--- src/rtl/vecseq_pkg.sv ---
// Shared definitions for vector_sequencer: FSM encoding, packed-vector field layout
// and the Galois LFSR tap mask and step function.
package vecseq_pkg;

    typedef enum logic [1:0] {
        ST_IDLE     = 2'd0,
        ST_DIRECTED = 2'd1,
        ST_RANDOM   = 2'd2,
        ST_DONE     = 2'd3
    } state_e;

    // Packed vector is {data, a, b, x[4:0]}, MSB first.
    localparam int X_LSB     = 0;
    localparam int X_W       = 5;
    localparam int B_POS     = 5;
    localparam int A_POS     = 6;
    localparam int DATA_LSB  = 7;
    localparam int VEC_EXTRA = 7;

    // Right-shifting Galois form of x^32 + x^22 + x^2 + x + 1.
    localparam logic [31:0] LFSR_TAPS = 32'h8020_0003;

    function automatic logic [31:0] lfsr_next(input logic [31:0] s);
        return (s >> 1) ^ (s[0] ? LFSR_TAPS : 32'h0);
    endfunction

endpackage

--- src/rtl/vecseq_lfsr.sv ---
// 32-bit Galois LFSR with synchronous seed load and step enable.
// Exposes the low OUT_W bits of the current and the following state.
module vecseq_lfsr
    import vecseq_pkg::*;
#(
    parameter logic [31:0] SEED  = 32'hACE1_2468,
    parameter int          OUT_W = 15
)(
    input  logic             clk,
    input  logic             rst,
    input  logic             load,
    input  logic             step,
    output logic [OUT_W-1:0] state,
    output logic [OUT_W-1:0] state_next
);

    logic [31:0] lfsr_q;
    logic [31:0] lfsr_d;
    logic [31:0] lfsr_step_val;

    assign lfsr_step_val = lfsr_next(lfsr_q);

    // NOTE: every always_comb output gets a default first so no path can infer a latch.
    always_comb begin
        lfsr_d = lfsr_q;
        if (load) begin
            lfsr_d = SEED;
        end else if (step) begin
            lfsr_d = lfsr_step_val;
        end
    end

    // NOTE: sequential state uses non-blocking assignments only; combinational logic uses blocking.
    always_ff @(posedge clk or negedge rst) begin
        if (!rst) begin
            lfsr_q <= SEED;
        end else begin
            lfsr_q <= lfsr_d;
        end
    end

    assign state      = lfsr_q[OUT_W-1:0];
    assign state_next = lfsr_step_val[OUT_W-1:0];

endmodule

--- src/rtl/vector_sequencer.sv ---
// Replays preloaded directed vectors, then (with RANDOM_PHASE_EN defined) LFSR vectors,
// over a valid/ready handshake. Without RANDOM_PHASE_EN the run ends after the directed phase.
module vector_sequencer
    import vecseq_pkg::*;
#(
    parameter int          WIDTH       = 8,
    parameter int          DEPTH       = 10,
    parameter int          RAND_CYCLES = 30,
    parameter logic [31:0] SEED        = 32'hACE1_2468,
    localparam int         AW          = (DEPTH > 1) ? $clog2(DEPTH) : 1,
    localparam int         VW          = WIDTH + VEC_EXTRA
)(
    input  logic             clk,
    input  logic             rst,
    input  logic             load_en,
    input  logic [AW-1:0]    load_addr,
    input  logic [VW-1:0]    load_data,
    input  logic             start,
    input  logic             out_ready,
    output logic             out_valid,
    output logic [WIDTH-1:0] data_out,
    output logic             a,
    output logic             b,
    output logic [4:0]       x,
    output logic             busy,
    output logic             done,
    output logic [15:0]      vec_cnt
);

    state_e        state_q, state_d;
    logic [AW-1:0] idx_q, idx_d, idx_nxt;
    logic [VW-1:0] vec_q, vec_d, vec0;
    logic          valid_q, valid_d;
    logic          busy_q, busy_d;
    logic          done_q, done_d;
    logic [15:0]   cnt_q, cnt_d, cnt_inc;
    logic          accept;
    logic          addr_ok;
    logic          mem_we;
    logic [VW-1:0] mem_q [DEPTH];

    assign accept  = valid_q & out_ready;
    assign addr_ok = (32'(load_addr) < 32'(DEPTH));
    assign mem_we  = load_en & addr_ok & (state_q == ST_IDLE);
    assign idx_nxt = idx_q + AW'(1);
    assign cnt_inc = (cnt_q == 16'hFFFF) ? cnt_q : cnt_q + 16'd1;

    // A write to entry 0 in the start cycle must be seen by the first vector.
    assign vec0 = (mem_we && load_addr == '0) ? load_data : mem_q[0];

    // NOTE: the vector memory has no reset so it maps onto RAM and survives rst.
    always_ff @(posedge clk) begin
        if (mem_we) begin
            mem_q[load_addr] <= load_data;
        end
    end

`ifdef RANDOM_PHASE_EN
    localparam int RW = $clog2(RAND_CYCLES + 1);

    logic [RW-1:0] rnd_q, rnd_d;
    logic          lfsr_load;
    logic          lfsr_step;
    logic [VW-1:0] lfsr_vec;
    logic [VW-1:0] lfsr_vec_next;

    vecseq_lfsr #(
        .SEED  (SEED),
        .OUT_W (VW)
    ) u_lfsr (
        .clk        (clk),
        .rst        (rst),
        .load       (lfsr_load),
        .step       (lfsr_step),
        .state      (lfsr_vec),
        .state_next (lfsr_vec_next)
    );

    always_ff @(posedge clk or negedge rst) begin
        if (!rst) begin
            rnd_q <= '0;
        end else begin
            rnd_q <= rnd_d;
        end
    end
`else
    logic unused_cfg;
    assign unused_cfg = ^{SEED, 32'(RAND_CYCLES)};
`endif

    always_comb begin
        state_d = state_q;
        idx_d   = idx_q;
        vec_d   = vec_q;
        valid_d = valid_q;
        cnt_d   = cnt_q;
`ifdef RANDOM_PHASE_EN
        rnd_d     = rnd_q;
        lfsr_load = 1'b0;
        lfsr_step = 1'b0;
`endif
        case (state_q)
            ST_IDLE, ST_DONE: begin
                if (start) begin
                    state_d = ST_DIRECTED;
                    idx_d   = '0;
                    vec_d   = vec0;
                    valid_d = 1'b1;
                    cnt_d   = '0;
`ifdef RANDOM_PHASE_EN
                    rnd_d     = '0;
                    lfsr_load = 1'b1;
`endif
                end
            end
            ST_DIRECTED: begin
                if (accept) begin
                    cnt_d = cnt_inc;
                    if (idx_q == AW'(DEPTH - 1)) begin
`ifdef RANDOM_PHASE_EN
                        state_d = ST_RANDOM;
                        vec_d   = lfsr_vec;
`else
                        state_d = ST_DONE;
                        valid_d = 1'b0;
`endif
                    end else begin
                        idx_d = idx_nxt;
                        vec_d = mem_q[idx_nxt];
                    end
                end
            end
`ifdef RANDOM_PHASE_EN
            ST_RANDOM: begin
                if (accept) begin
                    cnt_d     = cnt_inc;
                    lfsr_step = 1'b1;
                    if (rnd_q == RW'(RAND_CYCLES - 1)) begin
                        state_d = ST_DONE;
                        valid_d = 1'b0;
                    end else begin
                        rnd_d = rnd_q + RW'(1);
                        vec_d = lfsr_vec_next;
                    end
                end
            end
`endif
            default: begin
                state_d = ST_IDLE;
                valid_d = 1'b0;
            end
        endcase
        busy_d = (state_d == ST_DIRECTED) || (state_d == ST_RANDOM);
        done_d = (state_d == ST_DONE);
    end

    always_ff @(posedge clk or negedge rst) begin
        if (!rst) begin
            state_q <= ST_IDLE;
            idx_q   <= '0;
            vec_q   <= '0;
            valid_q <= 1'b0;
            busy_q  <= 1'b0;
            done_q  <= 1'b0;
            cnt_q   <= '0;
        end else begin
            state_q <= state_d;
            idx_q   <= idx_d;
            vec_q   <= vec_d;
            valid_q <= valid_d;
            busy_q  <= busy_d;
            done_q  <= done_d;
            cnt_q   <= cnt_d;
        end
    end

    assign out_valid = valid_q;
    assign data_out  = vec_q[DATA_LSB +: WIDTH];
    assign a         = vec_q[A_POS];
    assign b         = vec_q[B_POS];
    assign x         = vec_q[X_LSB +: X_W];
    assign busy      = busy_q;
    assign done      = done_q;
    assign vec_cnt   = cnt_q;

endmodule

--- config.mk ---
export PLATFORM = sky130hd
export DESIGN_NAME = vector_sequencer
export DESIGN_NICKNAME = d
export VERILOG_FILES = /design/src/rtl/vecseq_pkg.sv /design/src/rtl/vecseq_lfsr.sv /design/src/rtl/vector_sequencer.sv
export SDC_FILE = /design/constraint.sdc
export NUM_CORES = 1
export LEC_CHECK = 0
export CELL_PAD_IN_SITES_DETAIL_PLACEMENT = 1
export CELL_PAD_IN_SITES_GLOBAL_PLACEMENT = 1
export CORE_MARGIN = 10
export CORE_UTILIZATION = 50
export CTS_CLUSTER_DIAMETER = 100
export DETAILED_ROUTE_END_ITERATION = 12
export GPL_ROUTABILITY_DRIVEN = 0
export PLACE_DENSITY_LB_ADDON = 0.25
export SLEW_MARGIN = 20
export SYNTH_ARGS = -nofsm -noshare
export SYNTH_HDL_FRONTEND = slang
export SYNTH_HIERARCHICAL = 1
export SYNTH_SLANG_ARGS = --single-unit
export TNS_END_PERCENT = 30
--- constraint.sdc ---
create_clock -name clk -period 3.35 [get_ports clk]
set_input_delay 0.5025 -clock clk [delete_from_list [all_inputs] [get_ports clk]]
set_output_delay 0.5025 -clock clk [all_outputs]
set_load 0.005 [all_outputs]
==> results.md <==
- Status: completed
- Register area: around 5500 um^2
- Initial core utilization: roughly half
- Worst-path maximum fanout: 15
- H-Tree Depth: 4
- Die area: 21500 um^2
- Worst-path clk slew: ~0.080 ns
- Slew of the pin with the lowest slew margin: between 0.8 and 0.9 ns
- DRT iter0 DRCs: about 300
- Clock latency at the later pin of the worst-skew pair: ~0.44 ns
- Worst flop-to-flop path startpoint: state_q[1]$_DFF_PN0_
- CP Launch Type: register
- WL per Instance: around 24 um
- M2 GR Usage: 30.5%
- GR Layer Usage met1: 22.7%
- Finish-stage setup viols: 0
- P per Cell Area: 806 nW/um^2
- # diodes: 0
- Vias in the first global route: between 4000 and 5000
- Area growth from synthesis to layout: 19.3%
- Post-cts resize count: 0
- CTS Buf Count: 17
- Reg2Reg Depth: 7
- Maximum vdd drop: around 0.00058 V
- # rows: 46
- Port Buf Inserts: 57
- CP required: between 3 and 4 ns
- Asr flop ratio synth: 21.1%
- Post-synth EDFFs: 150
- Antenna violations before repair: 0
- Final Cycle Share: 78.8%
- CTS tree: built
- Mapped Cells: around 500
- CTS max path bufs: 2
- GR peak layer: met2
- Layout cells sized above 1: between 10% and 20%
- Max-slew headroom: between 40% and 50%
- Vias: 4580
- Setup TNS: 0 ns
- Max Freq: roughly 380 MHz
- Die Wd: approximately 150 um
- Clk root buf: clkbuf_16
- Pin count of the biggest net entering global routing: 41
- DRT antenna net count: 0
- Top post-synthesis cells by area: edfxtp_1 (56%), dfrtp_1 (12%), mux4_2 (8.4%)
- Cell taking the most area after synthesis: edfxtp_1
- Ports: a little under 60
- Static leakage: approximately 3.3 nW
- Yosys reg bits: 190
- Mean area per synthesized cell: ~16 um^2
- Hold-fix buffers, CTS: 0
- Final net count: 596
- Worst Path Arrival: approximately 3.0 ns
- Max-cap violation count: 0
- First-pass GRT wire length: about 30000 um
- Ys flop type: edfxtp_1
- Cell variety after synth: between 40 and 50
- Clk_skew: approximately 0.021 ns
- Final worst slack: roughly 0.7 ns
- CTS sink cnt: between 150 and 200
- Router iterations before antenna repair: 4
- Vias per cell: 5.78
- Syn. warnings: 6
- Met3 usage: between 4 and 5%
- Fin crit period: 2.64 ns
- GRT Total Usage: 18.0%
- Post-DP HPWL: roughly 11000 um
- Gr ovfl total: 0
- Final hold viol count: 0
- Final slew viol count: 0
- DR DRC count: 0
- Core area: about 16000 um^2
- RSZ-0062 raised after global routing: false
- Total Power: slightly below 8 mW
- Area of the multi-input gates: 2380 um^2
- Reg2Reg Setup Slack: just over 0.7 ns
- Reg2reg end: vec_cnt[3]$_DFFE_PN0P_
- Die height: roughly 150 um
- Top cell type's share of synthesized area: between 50% and 60%
- Routed WL: about 19000 um
- Post-Syn Area: approximately 8000 um^2
- CP Class: reg2reg
- Hold Path Class: in2async
- Place WS: 0.741 ns
- CP endpoint kind: register
- Syn Nets: 526
- # fillers: roughly 1500
- Sequential area share after synthesis: 68.7%
- # Post-CTS Setup Buffers: 0
-- power by group --
group | leakage (nW) | internal [mW] | switching [mW] | total [mW]
combinational | 1.16 | 1.29 | 1.30 | 2.59
sequential | 1.82 | 2.76 | 0.211 | 2.97
clock | 0.302 | 1.21 | 0.934 | 2.14
-- Yosys cell counts, types with 2 or more instances --
| library cell | number |
|---|---|
| a21o_1 | 5 |
| a21oi_1 | 11 |
| a31oi_1 | 16 |
| and2_1 | 3 |
| and3_1 | 3 |
| buf_1 | 2 |
| buf_2 | 8 |
| buf_4 | 5 |
| buf_6 | 2 |
| clkbuf_1 | 7 |
| dfrtp_1 | 40 |
| edfxtp_1 | 150 |
| ha_1 | 8 |
| inv_1 | 9 |
| mux2_2 | 15 |
| mux2i_1 | 33 |
| mux4_2 | 30 |
| nand2_1 | 35 |
| nand2b_1 | 4 |
| nand3_1 | 13 |
| nand4_1 | 2 |
| nor2_1 | 32 |
| nor3_1 | 7 |
| nor4_1 | 3 |
| o21ai_0 | 2 |
| o21ai_1 | 8 |
| o22a_1 | 15 |
| or2_1 | 2 |
| or3_1 | 2 |
| or4_1 | 3 |
| xnor2_1 | 2 |
-- through the flow --
stage | cell area (um^2) | hold slack (ns) | instances | util (%)
2_1_floorplan | 8010 | 0.207 | 494 | -
4_1_cts | 9560 | 0.274 | 793 | 60.6
3_3_place_gp | 8920 | 0.510 | 761 | 56.6
3_5_place_dp | 8920 | 0.542 | 761 | 56.6
5_1_grt | 9560 | 0.100 | 793 | 60.6
6_report | 9560 | 0.0655 | 793 | 60.6
-- final cells by class --
class	instances	area share [%]
Multi-Input combinational cell	270	25.0
Sequential cell	190	57.6
Tap cell	216	2.83
Timing Repair Buffer	75	7.62
Clock inverter	14	2.11
Clock buffer	18	4.49
Inverter	10	0.393
-- flip-flops by register name, summed over array words and instances, names as in the netlist --
register,count
vec_q,15
vec_cnt,16
done,1
out_valid,1
state_q,2
mem_q,150
idx_q,4
busy,1
-- critical path, stage by stage, from the launching register on --
cell and delay (ns):
dfrtp_1 0.41, inv_1 0.12, ha_1 0.53, mux2i_1 0.20, a21o_1 0.33, a21o_1 0.36
or4_1 0.52, nand3_1 0.09
-- cells by family after synthesis --
| kind of cell | synth area share (%) |
|---|---|
| flops | 68.7 |
| simple gates | 7.04 |
| mux | 14.7 |
| compound gates | 5.76 |
| buf+inv | 2.14 |
| fa+ha+maj | 1.25 |
| xor+xnor | 0.422 |
-- cell usage in the layout, fill, tap and decap left out, types with 3 or more instances in the layout --
| cell | count |
|---|---|
| a21o_1 | 5 |
| a21oi_1 | 11 |
| a31oi_1 | 16 |
| and2_1 | 3 |
| and3_1 | 3 |
| buf_4 | 17 |
| bufinv_16 | 3 |
| clkbuf_16 | 17 |
| clkdlybuf4s50_1 | 56 |
| dfrtp_1 | 39 |
| edfxtp_1 | 150 |
| ha_1 | 7 |
| inv_1 | 9 |
| inv_8 | 4 |
| mux2_2 | 15 |
| mux2i_1 | 33 |
| mux4_2 | 30 |
| nand2_1 | 35 |
| nand2b_1 | 4 |
| nand3_1 | 13 |
| nor2_1 | 32 |
| nor3_1 | 4 |
| nor3_2 | 3 |
| nor4_2 | 3 |
| o21ai_1 | 8 |
| o22a_1 | 15 |
| or4_1 | 3 |
-- worst max path at each step --
| stage | startpoint | to | slack [ns] | cells past startpoint |
|---|---|---|---|---|
| finish | state_q[1]$_DFF_PN0_ | vec_cnt[3]$_DFFE_PN0P_ | 0.71 | 7 |
| global route | state_q[1]$_DFF_PN0_ | vec_cnt[3]$_DFFE_PN0P_ | 0.50 | 7 |
| CTS | state_q[1]$_DFF_PN0_ | vec_cnt[3]$_DFFE_PN0P_ | 0.71 | 7 |
| detailed placement | state_q[1]$_DFF_PN0_ | vec_cnt[3]$_DFFE_PN0P_ | 0.74 | 7 |
| global placement | start | vec_cnt[3]$_DFFE_PN0P_ | 0.80 | 6 |
| floorplan | state_q[0]$_DFF_PN0_ | mem_q[4][0]$_DFFE_PP_ | 0.65 | 4 |
-- layer usage --
layer	part of all wire, %	routed length [um]	up-vias
li1	-	-	2072
met1	42	7870	2366
met2	51	9670	132
met3	6.0	1130	10
met4	0.73	137	0
met5	0	0	-
Power figures use the tool's default switching activity.
